--- config.mk ---
export PLATFORM = sky130hd
export DESIGN_NAME = jalu_seq_flat
export DESIGN_NICKNAME = d
export VERILOG_FILES = /design/src/rtl/jalu_seq_if.sv /design/src/rtl/jalu_seq.sv /design/src/flat_wrapper.sv
export SDC_FILE = /design/constraint.sdc
export NUM_CORES = 1
export LEC_CHECK = 0
export CAP_MARGIN = 20
export CORE_AREA = 2 2 62 64
export CTS_BUF_LIST = sky130_fd_sc_hd__clkbuf_16
export CTS_CLUSTER_SIZE = 12
export DETAILED_ROUTE_END_ITERATION = 12
export DIE_AREA = 0 0 64 66
export PLACE_DENSITY = 0.78
export SLEW_MARGIN = 10
export SYNTH_ARGS = -nofsm -noshare
export SYNTH_HDL_FRONTEND = slang
export SYNTH_SLANG_ARGS = --single-unit
export TNS_END_PERCENT = 100
--- constraint.sdc ---
create_clock -name wclk -period 1.9 [get_ports wclk]
set_input_delay 0.475 -clock wclk [delete_from_list [all_inputs] [get_ports wclk]]
set_output_delay 0.475 -clock wclk [all_outputs]
set_load 0.005 [all_outputs]
--- src/rtl/jalu_seq_if.sv ---
// -----------------------------------------------------------------------------
// jalu_seq_if -- bundle of every non-clock signal of the jalu_seq sequencer.
//
// Groups:
//   request side : wreq_valid, wreq_ready, breq_a, breq_b, breq_op,
//                  wreq_ci, wreq_cc, wreq_cmp
//   ALU drive    : balu_a, balu_b, walu_ci, balu_op
//   ALU return   : balu_c, walu_co, walu_eq, walu_al, walu_z
//   result side  : bres, bflags {C,A,E,Z}, wdone
//
// Modports:
//   slave  : the sequencer's view (jalu_seq uses this one)
//   master : the requester / ALU-side view
// -----------------------------------------------------------------------------
interface jalu_seq_if;
  // Request handshake and operands
  logic       wreq_valid;
  logic       wreq_ready;
  logic [7:0] breq_a;
  logic [7:0] breq_b;
  logic [2:0] breq_op;
  logic       wreq_ci;
  logic       wreq_cc;
  logic       wreq_cmp;

  // Drive toward the external ALU
  logic [7:0] balu_a;
  logic [7:0] balu_b;
  logic       walu_ci;
  logic [2:0] balu_op;

  // Results from the external ALU
  logic [7:0] balu_c;
  logic       walu_co;
  logic       walu_eq;
  logic       walu_al;
  logic       walu_z;

  // Registered results
  logic [7:0] bres;
  logic [3:0] bflags;
  logic       wdone;

  modport slave (
    input  wreq_valid, breq_a, breq_b, breq_op, wreq_ci, wreq_cc, wreq_cmp,
    output wreq_ready,
    output balu_a, balu_b, walu_ci, balu_op,
    input  balu_c, walu_co, walu_eq, walu_al, walu_z,
    output bres, bflags, wdone
  );

  modport master (
    output wreq_valid, breq_a, breq_b, breq_op, wreq_ci, wreq_cc, wreq_cmp,
    input  wreq_ready,
    input  balu_a, balu_b, walu_ci, balu_op,
    output balu_c, walu_co, walu_eq, walu_al, walu_z,
    input  bres, bflags, wdone
  );
endinterface

--- src/rtl/jalu_seq.sv ---
// -----------------------------------------------------------------------------
// jalu_seq -- five-state sequencer that feeds an external combinational ALU.
//
// A request accepted in IDLE has its operands captured, then B is presented
// (LDB), then A/op/carry-in (LDA), the ALU result is captured at the end of EXE
// and a one-cycle wdone pulse is raised in DONE. Throughput is one op per five
// cycles; requests are only accepted while wreq_ready (IDLE) is high.
//
// Ports:
//   wclk    : clock, rising edge
//   wreset  : synchronous active-high reset, aborts any op in flight
//   bus     : jalu_seq_if.slave (request, ALU drive/return, result signals)
//
// Build option:
//   JALU_SEQ_CARRY_CHAIN_EN -- when defined, a request with wreq_cc=1 uses the
//   stored C flag as ALU carry-in instead of wreq_ci. When undefined, wreq_cc
//   is ignored and carry-in is always the latched wreq_ci.
// -----------------------------------------------------------------------------
module jalu_seq (
  input  logic        wclk,
  input  logic        wreset,
  jalu_seq_if.slave   bus
);

  typedef enum logic [2:0] {
    S_IDLE = 3'd0,
    S_LDB  = 3'd1,
    S_LDA  = 3'd2,
    S_EXE  = 3'd3,
    S_DONE = 3'd4
  } state_t;

  localparam logic [2:0] OP_NONE = 3'd7;

  state_t     r_state;
  state_t     w_state_next;

  // Operands captured at the accept edge
  logic [7:0] r_a;
  logic [7:0] r_b;
  logic [2:0] r_op;
  logic       r_ci;
  logic       r_cmp;
`ifdef JALU_SEQ_CARRY_CHAIN_EN
  logic       r_cc;
`endif

  logic [7:0] r_res;
  logic [3:0] r_flags;   // {C, A, E, Z}

  logic       w_accept;
  logic       w_ready;
  logic       w_done;
  logic [7:0] w_alu_a;
  logic [7:0] w_alu_b;
  logic [2:0] w_alu_op;
  logic       w_alu_ci;
  logic       w_ci_sel;
  logic       w_c_next;

  // Carry-in presented during LDA/EXE. C is only rewritten at the EXE edge,
  // so during an op the stored C still belongs to the previous op.
`ifdef JALU_SEQ_CARRY_CHAIN_EN
  assign w_ci_sel = r_cc ? r_flags[3] : r_ci;
`else
  assign w_ci_sel = r_ci;
`endif

  assign w_accept = (r_state == S_IDLE) && bus.wreq_valid;

  // Only arithmetic/shift ops produce a meaningful carry-out.
  assign w_c_next = (r_op <= 3'd2) ? bus.walu_co : 1'b0;

  // State register
  always_ff @(posedge wclk) begin
    if (wreset) begin
      r_state <= S_IDLE;
    end else begin
      r_state <= w_state_next;
    end
  end

  // Next state and per-state ALU drive
  always_comb begin
    w_state_next = r_state;
    w_ready      = 1'b0;
    w_done       = 1'b0;
    w_alu_a      = 8'h00;
    w_alu_b      = 8'h00;
    w_alu_op     = OP_NONE;
    w_alu_ci     = 1'b0;
    unique case (r_state)
      S_IDLE: begin
        w_ready = 1'b1;
        if (bus.wreq_valid) begin
          w_state_next = S_LDB;
        end
      end
      S_LDB: begin
        w_alu_b      = r_b;
        w_state_next = S_LDA;
      end
      S_LDA: begin
        w_alu_a      = r_a;
        w_alu_b      = r_b;
        w_alu_op     = r_op;
        w_alu_ci     = w_ci_sel;
        w_state_next = S_EXE;
      end
      S_EXE: begin
        w_alu_a      = r_a;
        w_alu_b      = r_b;
        w_alu_op     = r_op;
        w_alu_ci     = w_ci_sel;
        w_state_next = S_DONE;
      end
      S_DONE: begin
        w_alu_b      = r_b;
        w_done       = 1'b1;
        w_state_next = S_IDLE;
      end
      default: begin
        w_state_next = S_IDLE;
      end
    endcase
  end

  // Operand capture and result/flag registers
  always_ff @(posedge wclk) begin
    if (wreset) begin
      r_a     <= 8'h00;
      r_b     <= 8'h00;
      r_op    <= 3'd0;
      r_ci    <= 1'b0;
      r_cmp   <= 1'b0;
`ifdef JALU_SEQ_CARRY_CHAIN_EN
      r_cc    <= 1'b0;
`endif
      r_res   <= 8'h00;
      r_flags <= 4'h0;
    end else begin
      if (w_accept) begin
        r_a   <= bus.breq_a;
        r_b   <= bus.breq_b;
        r_op  <= bus.breq_op;
        r_ci  <= bus.wreq_ci;
        r_cmp <= bus.wreq_cmp;
`ifdef JALU_SEQ_CARRY_CHAIN_EN
        r_cc  <= bus.wreq_cc;
`endif
      end
      if (r_state == S_EXE) begin
        // Compare ops leave the result register untouched.
        if (!r_cmp) begin
          r_res <= bus.balu_c;
        end
        r_flags <= {w_c_next, bus.walu_al, bus.walu_eq, bus.walu_z};
      end
    end
  end

  assign bus.wreq_ready = w_ready;
  assign bus.wdone      = w_done;
  assign bus.balu_a     = w_alu_a;
  assign bus.balu_b     = w_alu_b;
  assign bus.balu_op    = w_alu_op;
  assign bus.walu_ci    = w_alu_ci;
  assign bus.bres       = r_res;
  assign bus.bflags     = r_flags;

endmodule

--- src/flat_wrapper.sv ---
// flat-port wrapper written by rule: the top's interface ports become plain ports
module jalu_seq_flat 
  (wclk, wreset, bus_wreq_valid, bus_breq_a, bus_breq_b, bus_breq_op, bus_wreq_ci, bus_wreq_cc, bus_wreq_cmp, bus_wreq_ready, bus_balu_a, bus_balu_b, bus_walu_ci, bus_balu_op, bus_balu_c, bus_walu_co, bus_walu_eq, bus_walu_al, bus_walu_z, bus_bres, bus_bflags, bus_wdone);
  jalu_seq_if bus_i ();
  input  logic wclk;
  input  logic wreset;
  input wire logic [$bits(bus_i.wreq_valid)-1:0] bus_wreq_valid;
  input wire logic [$bits(bus_i.breq_a)-1:0] bus_breq_a;
  input wire logic [$bits(bus_i.breq_b)-1:0] bus_breq_b;
  input wire logic [$bits(bus_i.breq_op)-1:0] bus_breq_op;
  input wire logic [$bits(bus_i.wreq_ci)-1:0] bus_wreq_ci;
  input wire logic [$bits(bus_i.wreq_cc)-1:0] bus_wreq_cc;
  input wire logic [$bits(bus_i.wreq_cmp)-1:0] bus_wreq_cmp;
  output wire logic [$bits(bus_i.wreq_ready)-1:0] bus_wreq_ready;
  output wire logic [$bits(bus_i.balu_a)-1:0] bus_balu_a;
  output wire logic [$bits(bus_i.balu_b)-1:0] bus_balu_b;
  output wire logic [$bits(bus_i.walu_ci)-1:0] bus_walu_ci;
  output wire logic [$bits(bus_i.balu_op)-1:0] bus_balu_op;
  input wire logic [$bits(bus_i.balu_c)-1:0] bus_balu_c;
  input wire logic [$bits(bus_i.walu_co)-1:0] bus_walu_co;
  input wire logic [$bits(bus_i.walu_eq)-1:0] bus_walu_eq;
  input wire logic [$bits(bus_i.walu_al)-1:0] bus_walu_al;
  input wire logic [$bits(bus_i.walu_z)-1:0] bus_walu_z;
  output wire logic [$bits(bus_i.bres)-1:0] bus_bres;
  output wire logic [$bits(bus_i.bflags)-1:0] bus_bflags;
  output wire logic [$bits(bus_i.wdone)-1:0] bus_wdone;
  assign bus_i.wreq_valid = bus_wreq_valid;
  assign bus_i.breq_a = bus_breq_a;
  assign bus_i.breq_b = bus_breq_b;
  assign bus_i.breq_op = bus_breq_op;
  assign bus_i.wreq_ci = bus_wreq_ci;
  assign bus_i.wreq_cc = bus_wreq_cc;
  assign bus_i.wreq_cmp = bus_wreq_cmp;
  assign bus_wreq_ready = bus_i.wreq_ready;
  assign bus_balu_a = bus_i.balu_a;
  assign bus_balu_b = bus_i.balu_b;
  assign bus_walu_ci = bus_i.walu_ci;
  assign bus_balu_op = bus_i.balu_op;
  assign bus_i.balu_c = bus_balu_c;
  assign bus_i.walu_co = bus_walu_co;
  assign bus_i.walu_eq = bus_walu_eq;
  assign bus_i.walu_al = bus_walu_al;
  assign bus_i.walu_z = bus_walu_z;
  assign bus_bres = bus_i.bres;
  assign bus_bflags = bus_i.bflags;
  assign bus_wdone = bus_i.wdone;
  jalu_seq u_core (.wclk(wclk), .wreset(wreset), .bus(bus_i));
endmodule
==> results.md, run 1 <==
* Tot GR Track Use at 18.37%
* Gr ovfl total at 0
* Routed Antenna Nets at 0
* FMAX at 0.5389 GHz
* Setup violations, final at 0
* Layout cells sized above 1 at about 18%
* Worst skew pair latency at ~0.27 ns
* Worst stage delay on the critical path at roughly 0.33 ns
* Area of the multi-input gates at 720.7 sq um
* Pwr/cell area at 802.8 mW/mm^2
* Synth-to-Final Area Change at 66.36%
* Buffers on Ports at just under 70
* Fin crit period at between 1.5 and 2 ns
* Rows at 22
* Crit share post-route at a little over nine tenths
* Hold Crit Class: reg -> reg
* N_diodes at 0
* WL/cell at between 10 and 15 microns
* Post-route design area at 0.002487 sq mm
* Crit start category: flop
* Critical path, cell by cell: nor2_4 > xnor2_4 > buf_6 > buf_4 > and2_4 > dlymetal6s2s_1
* CP required at 1.42 ns
* Lkg Pwr at approximately 1.0 nW
* Fill cell count at between 200 and 300
* Yosys reg bits at 36
* First-pass GRT wire length at slightly below 6 mm
* Initial core utilization at 42.11%
* Clk_skew at between 0.004 and 0.005 ns
* PnR worst setup slack at approximately 0.044 ns
* Slowest CP cell: dfxtp_2
* Antenna violations before repair at 0
* Register area share after synthesis at between 40% and 50%
* Mapped Cells at approximately 180
* Number of max-cap violations at 0
* Final hold violations at 0
* Number of buffers created by CTS at 5
* Hpwl dp at between 2 and 2.5 mm
* RePlAce Congestion at between 0.7 and 0.8
* Vias in the first global route at about 1,300
* Hold Path Depth at 2
* Clock Tree Root: clkbuf_16
* Die area at around 0.0042 sq mm
* Critical path data arrival time at 1.38 ns
* R2R depth at 4
* Layout Nets at ~300
* Largest net degree at the start of global routing at 37
* Status: completed
* Maximum vdd drop at between 0.5 and 0.6 mV
* Core Box Area at about 0.0036 sq mm
* Critical Path End Type: output pin
* H-Tree Depth at 2
* Io pins at 71
* Met3 usage at between 8 and 9%
* Ys Warns at 0
* Layer with the highest usage: met2
* Synth unique cells at 24
* Slew margin rel. at about four fifths
* Routed vias at 1,422
* Mapped cell area at ~0.0015 sq mm
* First-pass DRT Iterations at 4
* Slew Viols, Final at 0
* DR iter-0 viols at roughly 60
* Grt met2 use at slightly below 30%
* TritonCTS clock tree: yes
* Power Total at approximately 2.0 mW
* Reg area at roughly 730 sq um
* Clock sink total at 36
* Clock Pin Slew Worst Setup and Hold Paths at approximately 0.05 ns
* Worst Tran Pin Value at around 0.31 ns
* Met1 global-route usage at 21.11%
* RSZ-0062 raised after global routing: true
* Cts hold-fix bufs at 0
* Vias/cell at 4.587
* Syn Nets at approximately 210
* Crit Path Category: reg -> out
* CTS max path bufs at 2
* DRT Wirelength at approximately 3.8 mm
* Die H at between 60 and 70 microns
* DRC viols at 0
* Crit path max fanout at 5
* Placed cell area at about 0.0022 sq mm
* Setup WS pre-CTS at -0.1473 ns
* Syn Area/Cell at 8.544 sq um
* Die X at between 60 and 70 microns
==> logic make-up (layout without fill, tap and decap cells) <==
kind of cell | after synthesis | after routing | synth area share [%]
multiplexers | 8 | 8 | 5.356
flip-flops | 36 | 36 | 48.20
AND/OR/NAND/NOR | 89 | 90 | 29.79
AO/OA/AOI/OAI | 26 | 26 | 9.121
buffers and inverters | 14 | 100 | 6.359
XOR/XNOR | 2 | 2 | 1.172
==> sequential cells by signal (all words and copies together), names as in the netlist <==
name               flops
u_core.r_op            3
u_core.bus.bres        8
u_core.r_state         3
u_core.r_b             8
u_core.r_a             8
u_core.r_cmp           1
u_core.r_ci            1
u_core.bus.bflags      4
==> cell usage after synthesis <==
library cell | count | share of area (%)
a2111o_1 | 1 | 0.75
a21oi_1 | 25 | 8.4
and2_1 | 18 | 7.5
and2b_2 | 1 | 0.59
and4bb_2 | 1 | 0.84
buf_2 | 2 | 0.67
buf_4 | 2 | 1.0
buf_6 | 3 | 2.3
clkbuf_1 | 5 | 1.3
clkbuf_8 | 1 | 0.92
dfxtp_1 | 36 | 48
inv_1 | 1 | 0.25
mux2i_1 | 8 | 5.4
nand2_1 | 45 | 11
nand2_2 | 1 | 0.42
nand2b_1 | 3 | 1.3
nand3_1 | 3 | 1.0
nand3b_1 | 1 | 0.50
nor2_1 | 11 | 2.8
nor3_1 | 2 | 0.67
nor4_1 | 1 | 0.42
nor4b_4 | 1 | 1.6
or4b_4 | 1 | 0.92
xnor2_1 | 2 | 1.2
==> final timing paths <==
kind                startpoint             to  slack (ns)
max          u_core.r_state[0]  bus_balu_b[5]        0.04
min              u_core.r_b[3]  u_core.r_b[3]        0.45
max reg2reg  u_core.r_state[0]  u_core.r_a[6]        0.37
min reg2reg      u_core.r_b[3]  u_core.r_b[3]        0.45
==> where the power goes <==
group / switching (mW) / internal, mW
Combinational: 0.172 / 0.249
Clock: 0.276 / 0.470
Sequential: 0.0257 / 0.803
Total: 0.474 / 1.52
==> metrics by stage <==
| stage | instances | util, % | TNS, ns | hold slack, ns |
|---|---|---|---|---|
| final | 310 | 70.05 | 0 | 0.4464 |
| after global routing | 310 | 70.05 | -0.01969 | 0.4613 |
| after CTS | 306 | 69.03 | -0.6613 | 0.4492 |
| after detailed placement | 287 | 62.72 | -1.458 | 0.4422 |
| after global placement | 287 | 62.72 | -1.237 | 0.4385 |
| after floorplan | 175 | - | 0 | 0.4317 |
==> layer usage <==
layer  wire (microns)  part of all wire (%)
met1             1629                    43
met2             1775                    47
met3              311                   8.2
met4               55                   1.5
met5                0                     0
==> cell type report <==
type | instances | share of cell area (%)
Clock inverter | 3 | 0.4527
Tap cell | 48 | 2.414
Timing Repair Buffer | 91 | 33.75
Inverter | 1 | 0.1509
Multi-Input combinational cell | 126 | 28.97
Sequential cell | 36 | 29.23
Clock buffer | 5 | 5.030
==> cell usage in the layout, fill, tap and decap left out, types with 2 or more instances in the layout <==
cell / Yosys / routed
nand2_1: 45 / 45
nand3_1: 3 / 3
dfxtp_2: 0 / 2
buf_6: 3 / 3
clkdlybuf4s15_1: 0 / 5
mux2i_1: 8 / 8
and2_4: 0 / 2
buf_2: 2 / 3
clkbuf_2: 0 / 4
clkbuf_16: 0 / 5
nor2_1: 11 / 10
dfxtp_1: 36 / 33
clkdlybuf4s50_1: 0 / 47
dlygate4sd2_1: 0 / 8
nand2b_1: 3 / 3
dlymetal6s2s_1: 0 / 2
and2_1: 18 / 16
buf_4: 2 / 18
inv_1: 1 / 3
a21oi_1: 25 / 25
nor3_1: 2 / 2
==> worst max-delay path, delay by kind of cell, from the launching register on <==
| kind | cells | cell delay (ns) |
|---|---|---|
| buffers and inverters | 3 | 0.39 |
| XOR/XNOR | 1 | 0.10 |
| AND/OR/NAND/NOR | 2 | 0.29 |
| flip-flops | 1 | 0.33 |
==> what timing repair did <==
| action | 4_1_cts | 5_1_grt |
|---|---|---|
| pin swaps | 7 | 4 |
| setup endpoints to repair | 22 | 13 |
| setup buffers | 10 | 5 |
| gates cloned | 1 | 0 |
| gates resized for setup | 40 | 19 |
Power figures use the tool's default switching activity.
==> run 2, diff against run 1 <==
--- a/config.mk
+++ b/config.mk
@@ -8,7 +8,6 @@
 export CAP_MARGIN = 20
 export CORE_AREA = 2 2 62 64
 export CTS_BUF_LIST = sky130_fd_sc_hd__clkbuf_16
-export CTS_CLUSTER_SIZE = 12
 export DETAILED_ROUTE_END_ITERATION = 12
 export DIE_AREA = 0 0 64 66
 export PLACE_DENSITY = 0.78
==> results of run 2 <==
No change in the layout: final DEF, timing and power equal those of run 1.
